### config.mk
export PLATFORM = sky130hd
export DESIGN_NAME = ifetch_prefetch
export DESIGN_NICKNAME = d
export VERILOG_FILES = /design/src/rtl/ifetch_prefetch.sv
export SDC_FILE = /design/constraint.sdc
export NUM_CORES = 1
export LEC_CHECK = 0
export ABC_AREA = 1
export BUFFER_PORTS_ARGS = -buffer_cell sky130_fd_sc_hd__buf_2
export CELL_PAD_IN_SITES_DETAIL_PLACEMENT = 1
export CELL_PAD_IN_SITES_GLOBAL_PLACEMENT = 1
export CORE_AREA = 2 2 102 104
export CTS_CLUSTER_SIZE = 20
export DETAILED_ROUTE_END_ITERATION = 10
export DIE_AREA = 0 0 104 106
export GPL_ROUTABILITY_DRIVEN = 0
export PLACE_DENSITY_LB_ADDON = 0.05
export SLEW_MARGIN = 15
export SYNTH_ARGS = -nofsm -noshare
export SYNTH_HDL_FRONTEND = slang
export SYNTH_SLANG_ARGS = --single-unit
export TNS_END_PERCENT = 100
### constraint.sdc
create_clock -name clk -period 1.4 [get_ports clk]
set_input_delay 0.07 -clock clk [delete_from_list [all_inputs] [get_ports clk]]
set_output_delay 0.07 -clock clk [all_outputs]
set_load 0.05 [all_outputs]
### src/rtl/ifetch_prefetch.sv
// ifetch_prefetch: byte-wide instruction fetch into a small FIFO, emitting little-endian 16-bit words over valid/ready
module ifetch_prefetch #(
  parameter int          DEPTH    = 4,
  parameter logic [15:0] RESET_PC = 16'h0000
) (
  input  logic                     clk,
  input  logic                     rst,
  output logic [15:0]              imem_addr,
  input  logic [7:0]               imem_data,
  input  logic                     halt,
  input  logic                     redirect_valid,
  input  logic [15:0]              redirect_pc,
  output logic                     instr_valid,
  input  logic                     instr_ready,
  output logic [15:0]              instr,
  output logic [15:0]              instr_pc,
  output logic [$clog2(DEPTH):0]   fifo_level
);
  localparam int AW = $clog2(DEPTH);
  localparam int CW = AW + 1;
  logic [15:0]   fetch_pc, head_pc;
  logic [CW-1:0] count;
  logic [AW-1:0] wr_ptr, rd_ptr;
  logic [7:0]    mem [DEPTH];
  logic          pop, push;
  assign instr_valid = count >= CW'(2);
  assign pop         = instr_valid & instr_ready & ~redirect_valid;
  // a pop frees two slots, so a full FIFO can still accept a byte in the same cycle
  assign push        = ~redirect_valid & ~halt & ((count < CW'(DEPTH)) | pop);
  assign imem_addr   = fetch_pc;
  assign instr_pc    = head_pc;
  assign fifo_level  = count;
  assign instr       = {mem[rd_ptr + AW'(1)], mem[rd_ptr]};
  always_ff @(posedge clk or posedge rst) begin
    if (rst) begin
      fetch_pc <= RESET_PC;
      head_pc  <= RESET_PC;
      count    <= '0;
      wr_ptr   <= '0;
      rd_ptr   <= '0;
    end else if (redirect_valid) begin
      fetch_pc <= redirect_pc;
      head_pc  <= redirect_pc;
      count    <= '0;
      wr_ptr   <= '0;
      rd_ptr   <= '0;
    end else begin
      if (push) begin
        fetch_pc <= fetch_pc + 16'd1;
        wr_ptr   <= wr_ptr + AW'(1);
      end
      if (pop) begin
        head_pc <= head_pc + 16'd2;
        rd_ptr  <= rd_ptr + AW'(2);
      end
      count <= count + CW'(push) - (pop ? CW'(2) : CW'(0));
    end
  end
  always_ff @(posedge clk)
    if (push) mem[wr_ptr] <= imem_data;
endmodule

# == Word-level counts from Yosys, hierarchy flattened ==
# Memory sizes are Yosys's and may differ from the RTL's.
# Index checks and enable logic that the tools add are counted.
# Widths: inputs -> output; s select.
# classes
mux,12
n_eq_ne,0
n_mul,0
bitwise_logic,7
div_mod_pow,0
n_reduce_logical,2
n_lt_le_gt_ge,2
shift,0
add_sub_neg,7
# op_table
op,count
$mux 16,4
$add 16x1->16 const B,1
$add 16x2->16 const B,1
$mux 2,5
$add 2x1->2 const B,2
$and 1x1->1,4
$reduce_bool 2->1,2
$add 3x1->3,1
$ge 3x2->1 const B,1
$lt 3x3->1 const B,1
$mux 3,1
$sub 3x2->3,1
$add 2x2->2 const B,1
$mux 1,2
$not 1->1,2
$or 1x1->1,1
# word_totals
latchBits,0
mem_bits_rw,32
rom_bits,0
ff_bits,39
memories,1
# mem_list
name,depth,word_bits,read_ports,rd_clocked_by_memory_dff,wr,line,source
mem,4,8,2,0,1,24,logic [7:0] mem [DEPTH];

# == Depth between registers and ports, before layout ==
# Gate-level depths: netlist of run 1.
# logic_depth
depth_word,8
ltp_mapped,10
ltp_nobuf,10

# == Worst setup path before layout of run 1 ==
# Ideal clock, no wire load.
# synth_path
path_kind,flip-flop to flip-flop
startpoint,register count[2] (netlist: fifo_level[2])
endpoint,register count[2] (netlist: fifo_level[2])
slack_ps,-762
required_ps,1268
path_stages_with_launch,11
setup_ps,132
t_arrival_ps,2031
path_cell_list,dfrtp_1 -> inv_2 -> nand2_2 -> nand2_1 -> inv_1 -> nand2_2 -> ha_1 -> inv_1 -> ha_1 -> xor2_1 -> nor2_1
# synth_via
elab_chain_len,8
elab_cells_between_ends,10
cone_classes,add/sub (2); order compare (2); mux (2); bitwise (4)
# synth_rtl
element,line,source
"start, declared",22,logic [CW-1:0] count;
"start signal, assigned",56,count <= count + CW'(push) - (pop ? CW'(2) : CW'(0));
$ge 3x2->1 *,26,assign instr_valid = count >= CW'(2);
via instr_valid,13,"output logic instr_valid,"
$and 1x1->1 * (2 in a row),27,assign pop = instr_valid & instr_ready & ~redirect_valid;
$or 1x1->1,29,assign push = ~redirect_valid & ~halt & ((count < CW'(DEPTH)) | pop);
$and 1x1->1,29,
$add 3x1->3,56,
$sub 3x2->3 *,56,
$mux 3 *,41,end else if (redirect_valid) begin
# Mark *: on every way through the listed nets, which the timed path passes. The rest lies on a longest branch.
# A chain may end at the register's enable or synchronous reset.

# == Worst setup path after layout of run 1 ==
# layout_path
startpoint,register rd_ptr[1]
endpoint,output instr[9]
# layout_via
elab_chain_len,2
# layout_rtl
element,line,source
"start, declared",23,"logic [AW-1:0] wr_ptr, rd_ptr;"
"start signal, assigned",54,rd_ptr <= rd_ptr + AW'(2);
$add 2x1->2,33,"assign instr = {mem[rd_ptr + AW'(1)], mem[rd_ptr]};"
$mem_v2 4x8,--,
"end, declared",15,"output logic [15:0] instr,"
# Every way passes these cells.

==> results of run 1 <==
worst max-delay path by stage:
stage	startpoint	to	slack (ps)	depth (start not counted)
6_report	rd_ptr[1]$_DFFE_PP0N_	instr[9]	-100	3
5_1_grt	rd_ptr[1]$_DFFE_PP0N_	instr[2]	-150	3
4_1_cts	rd_ptr[1]$_DFFE_PP0N_	instr[3]	-150	3
3_5_place_dp	fifo_level[2]$_DFF_PP0_	fifo_level[2]$_DFF_PP0_	-40	10
3_3_place_gp	fifo_level[2]$_DFF_PP0_	fifo_level[2]$_DFF_PP0_	10	10
2_1_floorplan	fifo_level[2]$_DFF_PP0_	fifo_level[2]$_DFF_PP0_	-370	9
routing by layer:
layer,share of wire,track usage,vias up
met5,0,0,-
met4,0.018,0.0820,0
met2,0.50,0.321,42
li1,-,-,1503
met3,0.023,0.0251,12
met1,0.46,0.256,1487
flip-flops by register name, indices dropped and copies added (netlist names):
name,cells
mem,32
imem_addr,16
instr_pc,16
fifo_level,3
wr_ptr,2
rd_ptr,1
power groups by stage:
stage	registers (W)	clock network [W]	logic, W
4_1_cts	0.00269	0.00165	0.00298
3_5_place_dp	0.00273	0	0.00282
3_3_place_gp	0.00272	0	0.00277
5_1_grt	0.00273	0.00173	0.00336
6_report	0.00268	0.00161	0.00312
2_1_floorplan	0.00334	0	0.00139
layout make-up:
| class | count | area [um^2] |
|---|---|---|
| Clock inverter | 4 | 48.8 |
| Clock buffer | 12 | 135 |
| Timing Repair Buffer | 122 | 927 |
| Inverter | 53 | 211 |
| Sequential cell | 70 | 1940 |
| Tap cell | 136 | 170 |
| Multi-Input combinational cell | 249 | 1590 |
| Fill cell | 1194 | 4980 |
critical path, cell delays in order (launching register included):
cell,delay [ps]
dfrtp_1,410
buf_12,160
mux2_2,350
buf_6,150
kinds of logic (layout without fill, tap and decap cells):
| family | after synthesis | in the layout |
|---|---|---|
| adder cells (fa/ha/maj) | 9 | 9 |
| AND/OR/NAND/NOR | 176 | 176 |
| AO/OA/AOI/OAI | 39 | 39 |
| multiplexers | 16 | 16 |
| XOR/XNOR | 9 | 9 |
| flip-flops | 70 | 70 |
| buffers and inverters | 59 | 191 |
per-stage QoR:
stage,util,hold slack [ps]
6_report,0.502,8.51
5_1_grt,0.502,31.6
4_1_cts,0.487,0.297
3_5_place_dp,0.442,152
3_3_place_gp,0.442,151
2_1_floorplan,-,169
repair_timing:
| action | 4_1_cts | 5_1_grt |
|---|---|---|
| hold buffers | 17 | 0 |
| buffers inserted | 1 | 5 |
| pin swaps | 5 | 5 |
| resized for setup | 29 | 32 |
| endpoints found under the setup margin | 17 | 39 |
| hold endpoints to repair | 81 | 0 |
synthesized netlist by cell type (6+ instances only):
| library cell | number |
|---|---|
| ha_1 | 9 |
| o21ai_0 | 17 |
| edfxtp_1 | 32 |
| nand2_1 | 96 |
| xor2_1 | 6 |
| nor3_1 | 7 |
| mux2_2 | 16 |
| o211ai_1 | 7 |
| nand4_1 | 6 |
| nand3_1 | 27 |
| nor2_1 | 23 |
| inv_1 | 47 |
| dfrtp_1 | 38 |
==> summary.md, run 1 <==
| Metric | Value |
|---|---|
| Remaining routing DRC violations | 0 |
| Clk_lat worst skew | 350 ps |
| # rows | 37 |
| Vias in the first global route | 3266 |
| Critical Path Sink Type | output port |
| Setup_tns | -1370 ps |
| Synth cell types | 32 |
| Crit path launch type | flop |
| Die W | 104 um |
| Hold depth | 3 |
| I/O pin count | 81 |
| R2r worst-path depth | 10 |
| Vias after detailed routing | 3044 |
| #FFs+latches synth | 70 |
| Die Ht | 106 um |
| Yosys warns | 0 |
| CP arrival | 1430 ps |
| Number of buffers created by CTS | 9 |
| Commonest non-fill, non-tap cell in the layout | nand2_1 |
| Fraction of layout instances using a drive strength above 1 | 0.398 |
| Reg2reg setup slack | 10 ps |
| H-tree Lvls | 3 |
| TritonCTS clock tree | done |
| Antenna Nets Post-Route | 0 |
| Final Hold Fails | 0 |
| Global-route wire length before repair | 16400 um |
| Wirelength per Cell | 15.5 um |
| Deepest clock path buffer count | 2 |
| Switch share | 0.418 |
| Synth area leaders | edfxtp_1 27%, dfrtp_1 27%, nand2_1 10% |
| Syn Inst Count | 378 |
| Syn Area/Cell | 9.42 um^2 |
| Leading area contributor after synthesis | edfxtp_1 |
| Failing checks | setup timing |
| Core Box Area | 10000 um^2 |
| Most frequent cells in the layout | 90 x nand2_1, 64 x buf_2, 42 x inv_1, 32 x edfxtp_1, 24 x nand3_1 |
| Async S/R FF share, synth | 0.543 |
| First-pass DRT Iterations | 4 |
| Clk sink count | 70 |
| Top cell type's share of synthesized area | 0.270 |
| Routed WL | 10000 um |
| Sequential share of power | 0.362 |
| Largest net degree at the start of global routing | 39 |
| Maxcap violations | 0 |
| Largest family of logic cells by synthesized area | simple AND/OR/NAND/NOR gates |
| Worst vdd ir | 0.589 mV |
| Min-delay worst type | in -> reg |
| Req. time, crit path | 1330 ps |
| Fin crit period | 1500 ps |
| Cell Int Power | 0.00431 W |
| Synth Area in Compound Gates | 0.0661 |
| Placed insts | 607 |
| Placed Area | 4420 um^2 |
| RSZ-0062 raised after global routing | yes |
| Multiplexer area fraction after synthesis | 0.0506 |
| Grt ovf | 0 |
| Pin slew with the least headroom to its limit | 275 ps |
| Starting Density | 0.356 |
| Simple-gate share of the synthesized area | 0.227 |
| Fin cells | 646 |
| Final setup viols | 16 |
| Initial antenna violation count | 0 |
| Relative slew margins | 0.816 |
| Final nets | 543 |
| Ys flop type | dfrtp_1 |
| Leakage power | 2.28 nW |
| Hold Path Origin | redirect_pc[1] |
| Comb pwr share | 0.421 |
| Final setup margin | -99.7 ps |
| Clk_skew | 9.98 ps |
| Reg-to-Reg Start | fifo_level[2]$_DFF_PP0_ |
| Slew Limit Fails | 0 |
| Mapped Nets | 416 |
| Power Density | 1480 nW/um^2 |
| Critical R2R Capture | fifo_level[2]$_DFF_PP0_ |
| Count of flip-flops with a built-in enable after synthesis | 32 |
| Clock transition at path regs | 80 ps |
| Cell Area, Synth | 3560 um^2 |
| Hold Path End | imem_addr[1]$_DFFE_PP0P_ |
| GRT Util Overall | 0.193 |
| Design Power | 0.00741 W |
| Psw | 0.00310 W |
| Fmax | 667 MHz |
| Buffers on Ports | 80 |
| Adder-cell share of the synthesized area | 0.0316 |
| Critical path class | reg -> out |
| Clk root buf | clkbuf_8 |
| Detailed placement HPWL | 7500 um |
| Synthesis-to-layout area growth | 40.9% |
| Finished Cell Area | 5020 um^2 |
| Initial drt markers | 101 |
| Tcrit/Tclk final | 1.07 |
| Sequential share of the synthesized area | 0.537 |
| Outcome | finished, violations left |
| Post-synthesis xor/xnor area fraction | 0.0221 |
| Die area | 11000 um^2 |
| DP Worst Slack | -36.3 ps |
| Clk network pwr share | 0.217 |
| Inserted Diodes | 0 |
| DR vias/cell | 4.71 |
| Crit path max fanout | 12 |
Note: power is estimated with default switching activity, not from simulation.
==> run 2: changes to the inputs <==
--- a/config.mk
+++ b/config.mk
@@ -9,10 +9,10 @@
 export BUFFER_PORTS_ARGS = -buffer_cell sky130_fd_sc_hd__buf_2
 export CELL_PAD_IN_SITES_DETAIL_PLACEMENT = 1
 export CELL_PAD_IN_SITES_GLOBAL_PLACEMENT = 1
-export CORE_AREA = 2 2 102 104
+export CORE_AREA = 2 2 104 106
 export CTS_CLUSTER_SIZE = 20
 export DETAILED_ROUTE_END_ITERATION = 10
-export DIE_AREA = 0 0 104 106
+export DIE_AREA = 0 0 106 108
 export GPL_ROUTABILITY_DRIVEN = 0
 export PLACE_DENSITY_LB_ADDON = 0.05
 export SLEW_MARGIN = 15
==> run 2 against run 1 <==
The run still ends with setup timing left. Critical path type unchanged. Die area increased by 3.8%. Clock power is 25% higher. Highest routed layer unchanged. Utilization rose by 0.25 points. Combinational power rose by 5%. Clock skew decreased by 2.1 ps.
==> summary.md, run 2 (synthesized netlist as in run 1, its figures left out) <==
| Metric | Value |
|---|---|
| Critical Path Sink Type | output port |
| Worst vdd ir | 0.670 mV (+14%) |
| Reg2reg setup slack | 0 ps (about the same) |
| Die Ht | 108 um (+1.9%) |
| Design Power | 0.00801 W (+8.1%) |
| Routed WL | 10600 um (+6.0%) |
| Crit path launch type | flop |
| CP arrival | 1470 ps (+40 ps) |
| Clk_skew | 7.88 ps (-2.10 ps) |
| Pin slew with the least headroom to its limit | 543 ps (+268 ps) |
| Deepest clock path buffer count | 2 (unchanged) |
| Cell Int Power | 0.00481 W (+12%) |
| Die area | 11400 um^2 (+3.8%) |
| Failing checks | setup timing |
| Number of buffers created by CTS | 9 (unchanged) |
| Vias after detailed routing | 3118 (+2.4%) |
| DR vias/cell | 4.79 (+1.6%) |
| Fmax | 648 MHz (-2.8%) |
| Placed insts | 607 (unchanged) |
| Inserted Diodes | 0 (unchanged) |
| Vias in the first global route | 3259 (-0.21%) |
| Max reg flops | 32 (unchanged) |
| GRT Util Overall | 0.193 (about the same) |
| H-tree Lvls | 3 (unchanged) |
| Core Box Area | 10200 um^2 (+2.3%) |
| Largest net degree at the start of global routing | 39 (unchanged) |
| Clk network pwr share | 0.252 (+0.035) |
| Relative slew margins | 0.638 (-0.178) |
| Worst path slowest cell | dfrtp_2 |
| Final setup margin | -142 ps (-42.4 ps) |
| Clk_lat worst skew | 350 ps (about the same) |
| Global-route wire length before repair | 16800 um (+2.5%) |
| Final setup viols | 16 (unchanged) |
| Seq. cell area | 1940 um^2 (about the same) |
| Finished Cell Area | 5160 um^2 (+2.8%) |
| Commonest non-fill, non-tap cell in the layout | nand2_1 |
| Buffers on Ports | 80 (unchanged) |
| CP max stage delay | 460 ps (+50 ps) |
| Final nets | 548 (+0.92%) |
| Clk root buf | clkbuf_8 |
| Critical path class | reg -> out |
| Die W | 106 um (+1.9%) |
| Grt ovf | 0 (unchanged) |
| Switch share | 0.399 (-0.0187) |
| Psw | 0.00320 W (+3.3%) |
| Fillers | 1187 (-0.59%) |
| Sequential share of power | 0.337 (-0.025) |
| Wirelength per Cell | 16.3 um (+5.2%) |
| Crit path cell chain | clkbuf_16 > mux2_4 > buf_8 |
| Clock transition at path regs | 80 ps (about the same) |
| Synthesis-to-layout area growth | 44.9% |
| DP Worst Slack | -41.7 ps (-5.37 ps) |
| Maxcap violations | 0 (unchanged) |
| Initial drt markers | 61 (-40%) |
| Comb pwr share | 0.411 (-0.010) |
| Most flop-heavy register | mem |
| TritonCTS clock tree | done |
| Multi-input gate area | 1610 um^2 (+1.5%) |
| Setup_tns | -2000 ps (-632 ps) |
| Slew Limit Fails | 0 (unchanged) |
| Tcrit/Tclk final | 1.10 (+0.0303) |
| Fin crit period | 1540 ps (+42.4 ps) |
| Min-delay worst type | in -> reg |
| First-pass DRT Iterations | 4 (unchanged) |
| Placed Area | 4390 um^2 (-0.57%) |
| Fraction of layout instances using a drive strength above 1 | 0.419 (+0.0214) |
| Remaining routing DRC violations | 0 (unchanged) |
| Final Hold Fails | 0 (unchanged) |
| Detailed placement HPWL | 7480 um (-0.25%) |
| Initial antenna violation count | 0 (unchanged) |
| Outcome | finished, violations left |
| Fin cells | 651 (+0.77%) |
| Antenna Nets Post-Route | 0 (unchanged) |
| Power Density | 1550 nW/um^2 (+5.2%) |
| RSZ-0062 raised after global routing | yes |
| I/O pin count | 81 (unchanged) |
| # rows | 37 (unchanged) |
| Req. time, crit path | 1330 ps (about the same) |
| Leakage power | 2.35 nW (+3.0%) |
| Most frequent cells in the layout | 90 x nand2_1, 64 x buf_2, 39 x inv_1, 32 x edfxtp_1, 25 x buf_4 |
| Crit path max fanout | 8 (-4) |
| Clk sink count | 70 (unchanged) |
| Starting Density | 0.348 (-0.00806) |
run 2: changes by cell type in the layout (fill, tap and decap cells not counted), moves of 7 or more:
cell,before,now
buf_6,17,9
buf_4,18,25
mux2_2,13,5
buf_8,2,11
mux2_4,3,11
run 2: metal layers:
layer	track usage	routed length (um)	share of wire
met4	0.0573	108	0.010
met2	0.324	5240	0.49
met5	0	0	0
met1	0.253	4830	0.46
met3	0.0416	424	0.040
run 2: worst paths after layout:
kind	startpoint	endpoint	cells past startpoint
hold reg to reg	instr_pc[0]$_DFFE_PP0P_	instr_pc[0]$_DFFE_PP0P_	2
setup reg to reg	fifo_level[2]$_DFF_PP0_	fifo_level[2]$_DFF_PP0_	10
min in group asynchronous	rst	instr_pc[5]$_DFFE_PP0N_	4
max in group asynchronous	rst	fifo_level[1]$_DFF_PP0_	4
setup / recovery	rd_ptr[1]$_DFFE_PP0N_	instr[5]	3
hold / removal	redirect_pc[2]	imem_addr[2]$_DFFE_PP0P_	3
run 2: repair_timing:
action                                  CTS  global route
hold buffers                             15             0
pin swaps                                 5             7
gates cloned                              0             1
gates resized for setup                  33            49
buffers inserted                          3            10
hold endpoints to repair                 79             0
endpoints found under the setup margin   18            49
run 2: power by group through the flow:
stage               clock, W  combinational, W  sequential [W]
finish               0.00202           0.00329         0.00270
global route         0.00216           0.00353         0.00274
CTS                  0.00207           0.00301         0.00269
detailed placement         0           0.00281         0.00273
global placement           0           0.00277         0.00272
floorplan                  0           0.00139         0.00334
run 2: area by class of cell:
class                      count  area share
tap                          136      0.0330
clock inverter                 6      0.0213
sequential                    70       0.376
multi-input combinational    249       0.312
timing repair buffer         127       0.192
clock buffer                  10      0.0247
inverter                      53      0.0410
run 2: stage by stage:
stage / hold slack (ps) / utilization
after global placement: 242 / 0.429
after detailed placement: 246 / 0.429
final: 24.0 / 0.504
after global routing: 21.8 / 0.504
after floorplan: 169 / -
after CTS: 2.94 / 0.480
run 2: worst max-delay path, delay by kind of cell (launching register included):
| family | cells | cell delay [ps] |
|---|---|---|
| buffers and inverters | 2 | 340 |
| multiplexers | 1 | 320 |
| flip-flops | 1 | 460 |
==> run 3: changes to the inputs <==
--- a/config.mk
+++ b/config.mk
@@ -8,13 +8,13 @@
 export ABC_AREA = 1
 export BUFFER_PORTS_ARGS = -buffer_cell sky130_fd_sc_hd__buf_2
 export CELL_PAD_IN_SITES_DETAIL_PLACEMENT = 1
-export CELL_PAD_IN_SITES_GLOBAL_PLACEMENT = 1
-export CORE_AREA = 2 2 104 106
+export CELL_PAD_IN_SITES_GLOBAL_PLACEMENT = 2
+export CORE_AREA = 2 2 114 116
 export CTS_CLUSTER_SIZE = 20
 export DETAILED_ROUTE_END_ITERATION = 10
-export DIE_AREA = 0 0 106 108
+export DIE_AREA = 0 0 116 118
 export GPL_ROUTABILITY_DRIVEN = 0
-export PLACE_DENSITY_LB_ADDON = 0.05
+export PLACE_DENSITY_LB_ADDON = 0.1
 export SLEW_MARGIN = 15
 export SYNTH_ARGS = -nofsm -noshare
 export SYNTH_HDL_FRONTEND = slang
==> run 3 against run 2 <==
The flow still finishes with violations (setup timing). Final cell count is 5.1% higher. Register-to-register slack hardly changed. Clock power is 16% higher. Via count is 0.96% lower. Wire length is 0.98% higher. Total power is 2.5% higher. Combinational power is 4% lower. Sequential cell count stayed put. Maximum frequency is 3.1% higher.
==> summary.md, run 3 (synthesized netlist as in run 1, its figures left out) <==
| Metric | Value |
|---|---|
| Outcome | finished, violations left |
| Failing checks | setup timing |
| Hold Path Origin | redirect_pc[7] |
| Core Box Area | 12400 um^2 (+21%) |
| Fmax | 669 MHz (+3.1%) |
| Tcrit/Tclk final | 1.07 (-0.0334) |
| Die area | 13700 um^2 (+20%) |
| Relative slew margins | 0.830 (+0.193) |
| Crit path cell chain | buf_12 > mux2_2 > buf_6 |
| Critical R2R Capture | fifo_level[2]$_DFF_PP0_ |
| Most flop-heavy register | mem |
| CP max stage delay | 390 ps (-70 ps) |
| Critical path class | reg -> out |
| Layout Utilization | 0.416 (-0.0884) |
| Commonest non-fill, non-tap cell in the layout | nand2_1 |
| Detailed placement HPWL | 7900 um (+5.7%) |
| DR vias/cell | 4.51 (-5.7%) |
| Die W | 116 um (+9.4%) |
| Clk sink count | 70 (unchanged) |
| Design Power | 0.00821 W (+2.5%) |
| Vias in the first global route | 3285 (+0.80%) |
| R2r worst-path depth | 10 (unchanged) |
| Largest net degree at the start of global routing | 39 (unchanged) |
| Number of buffers created by CTS | 9 (unchanged) |
| Crit path max fanout | 16 (+8) |
| # rows | 41 (+11%) |
| RSZ-0062 raised after global routing | yes |
| Clock transition at path regs | 60 ps (-20 ps) |
| Hold Path End | instr_pc[7]$_DFFE_PP0N_ |
| Synthesis-to-layout area growth | 45.0% (about the same) |
| Placed insts | 644 (+6.1%) |
| TritonCTS clock tree | done |
| Power Density | 1590 nW/um^2 (+2.5%) |
| Maxcap violations | 0 (unchanged) |
| Critical Path Sink Type | output port |
| Wirelength per Cell | 15.7 um (-3.9%) |
| Initial antenna violation count | 0 (unchanged) |
| Fillers | 1482 (+25%) |
| Deepest clock path buffer count | 2 (unchanged) |
| Hold depth | 3 (unchanged) |
| CP arrival | 1430 ps (-40 ps) |
| Grt ovf | 0 (unchanged) |
| Req. time, crit path | 1330 ps (about the same) |
| First-pass DRT Iterations | 5 (+1) |
| Worst vdd ir | 0.520 mV (-22%) |
| Die Ht | 118 um (+9.3%) |
| Initial drt markers | 138 (+130%) |
| Reg-to-Reg Start | fifo_level[2]$_DFF_PP0_ |
| Most frequent cells in the layout | 90 x nand2_1, 64 x buf_2, 41 x inv_1, 32 x edfxtp_1, 26 x buf_4 |
| Fraction of layout instances using a drive strength above 1 | 0.416 (-0.00340) |
| Vias after detailed routing | 3088 (-0.96%) |
| Final Hold Fails | 0 (unchanged) |
| Leakage power | 2.32 nW (-0.93%) |
| Remaining routing DRC violations | 0 (unchanged) |
| H-tree Lvls | 3 (unchanged) |
| Routed WL | 10700 um (+0.98%) |
| Fin crit period | 1500 ps (-46.8 ps) |
| GRT Util Overall | 0.166 (-0.0275) |
| Worst hold slack | 6.28 ps (-17.7 ps) |
| Crit path launch type | flop |
| Final setup margin | -95.3 ps (+46.8 ps) |
| I/O pin count | 81 (unchanged) |
| Inserted Diodes | 0 (unchanged) |
| Antenna Nets Post-Route | 0 (unchanged) |
| Min-delay worst type | in -> reg |
| Clk_lat worst skew | 340 ps (about the same) |
| Reg2reg setup slack | -10 ps (about the same) |
| Max reg flops | 32 (unchanged) |
| Fin cells | 684 (+5.1%) |
| Pin slew with the least headroom to its limit | 254 ps (-290 ps) |
| Buffers on Ports | 80 (unchanged) |
| Starting Density | 0.287 (-0.0612) |
| Worst path slowest cell | dfrtp_1 |
| Slew Limit Fails | 0 (unchanged) |
| Final nets | 545 (-0.55%) |
| Clk_skew | 5.42 ps (-2.46 ps) |
| Clk root buf | clkbuf_16 |
| Global-route wire length before repair | 17300 um (+2.6%) |
| Final setup viols | 17 (+1) |
[run 3: changes by cell type in the layout (fill, tap and decap cells not counted), sizes merged]
cell         before  now
inv              54   55
clkinv            1    3
dlygate4sd3      15   12
buf             111  112
bufinv            3    1
clkbuf           11    9
[run 3: metrics by stage]
stage / setup WS, ps / setup TNS (ps) / area (um^2)
2_1_floorplan: -370 / -4550 / 3690
3_5_place_dp: -43.2 / -43.2 / 4460
3_3_place_gp: -11.9 / -11.9 / 4460
4_1_cts: -115 / -1620 / 5020
6_report: -95.3 / -1340 / 5160
5_1_grt: -143 / -2280 / 5160
[run 3: worst max-delay path by stage]
stage | slack, ps | to | startpoint
3_5_place_dp | -40 | fifo_level[2]$_DFF_PP0_ | fifo_level[2]$_DFF_PP0_
3_3_place_gp | -10 | fifo_level[2]$_DFF_PP0_ | fifo_level[2]$_DFF_PP0_
4_1_cts | -110 | instr[2] | rd_ptr[1]$_DFFE_PP0N_
6_report | -100 | instr[9] | rd_ptr[1]$_DFFE_PP0N_
2_1_floorplan | -370 | fifo_level[2]$_DFF_PP0_ | fifo_level[2]$_DFF_PP0_
5_1_grt | -140 | instr[5] | rd_ptr[1]$_DFFE_PP0N_
[run 3: worst max-delay path: cells and delay by family, from the launching register on]
family	cells	cell delay, ps
multiplexers	1	360
buffers and inverters	2	330
flip-flops	1	390
[run 3: cell type report]
type | count | area [um^2] | area share
clock buffer | 9 | 225 | 0.0436
multi-input combinational | 249 | 1580 | 0.306
sequential | 70 | 1940 | 0.376
clock inverter | 7 | 78.8 | 0.0153
tap | 172 | 215 | 0.0417
inverter | 53 | 215 | 0.0417
timing repair buffer | 124 | 910 | 0.176
[run 3: timing repair]
action / CTS / global route
pin swaps: 6 / 9
hold buffers: 12 / 0
setup endpoints to repair: 17 / 38
resized for setup: 34 / 23
buffers inserted: 4 / 10
hold endpoints to repair: 74 / 0
[run 3: where the power goes]
| group | switching (W) | internal [W] |
|---|---|---|
| sequential | 0.000272 | 0.00243 |
| combinational | 0.00207 | 0.00109 |
| clock | 0.000953 | 0.00140 |
| total | 0.00329 | 0.00492 |
[run 3: layer usage]
| layer | track usage | routed length [um] | vias up |
|---|---|---|---|
| met2 | 0.261 | 5140 | 59 |
| met3 | 0.0252 | 322 | 15 |
| met5 | 0 | 0 | - |
| met4 | 0.0707 | 220 | 0 |
| met1 | 0.226 | 5030 | 1494 |
| li1 | - | - | 1520 |
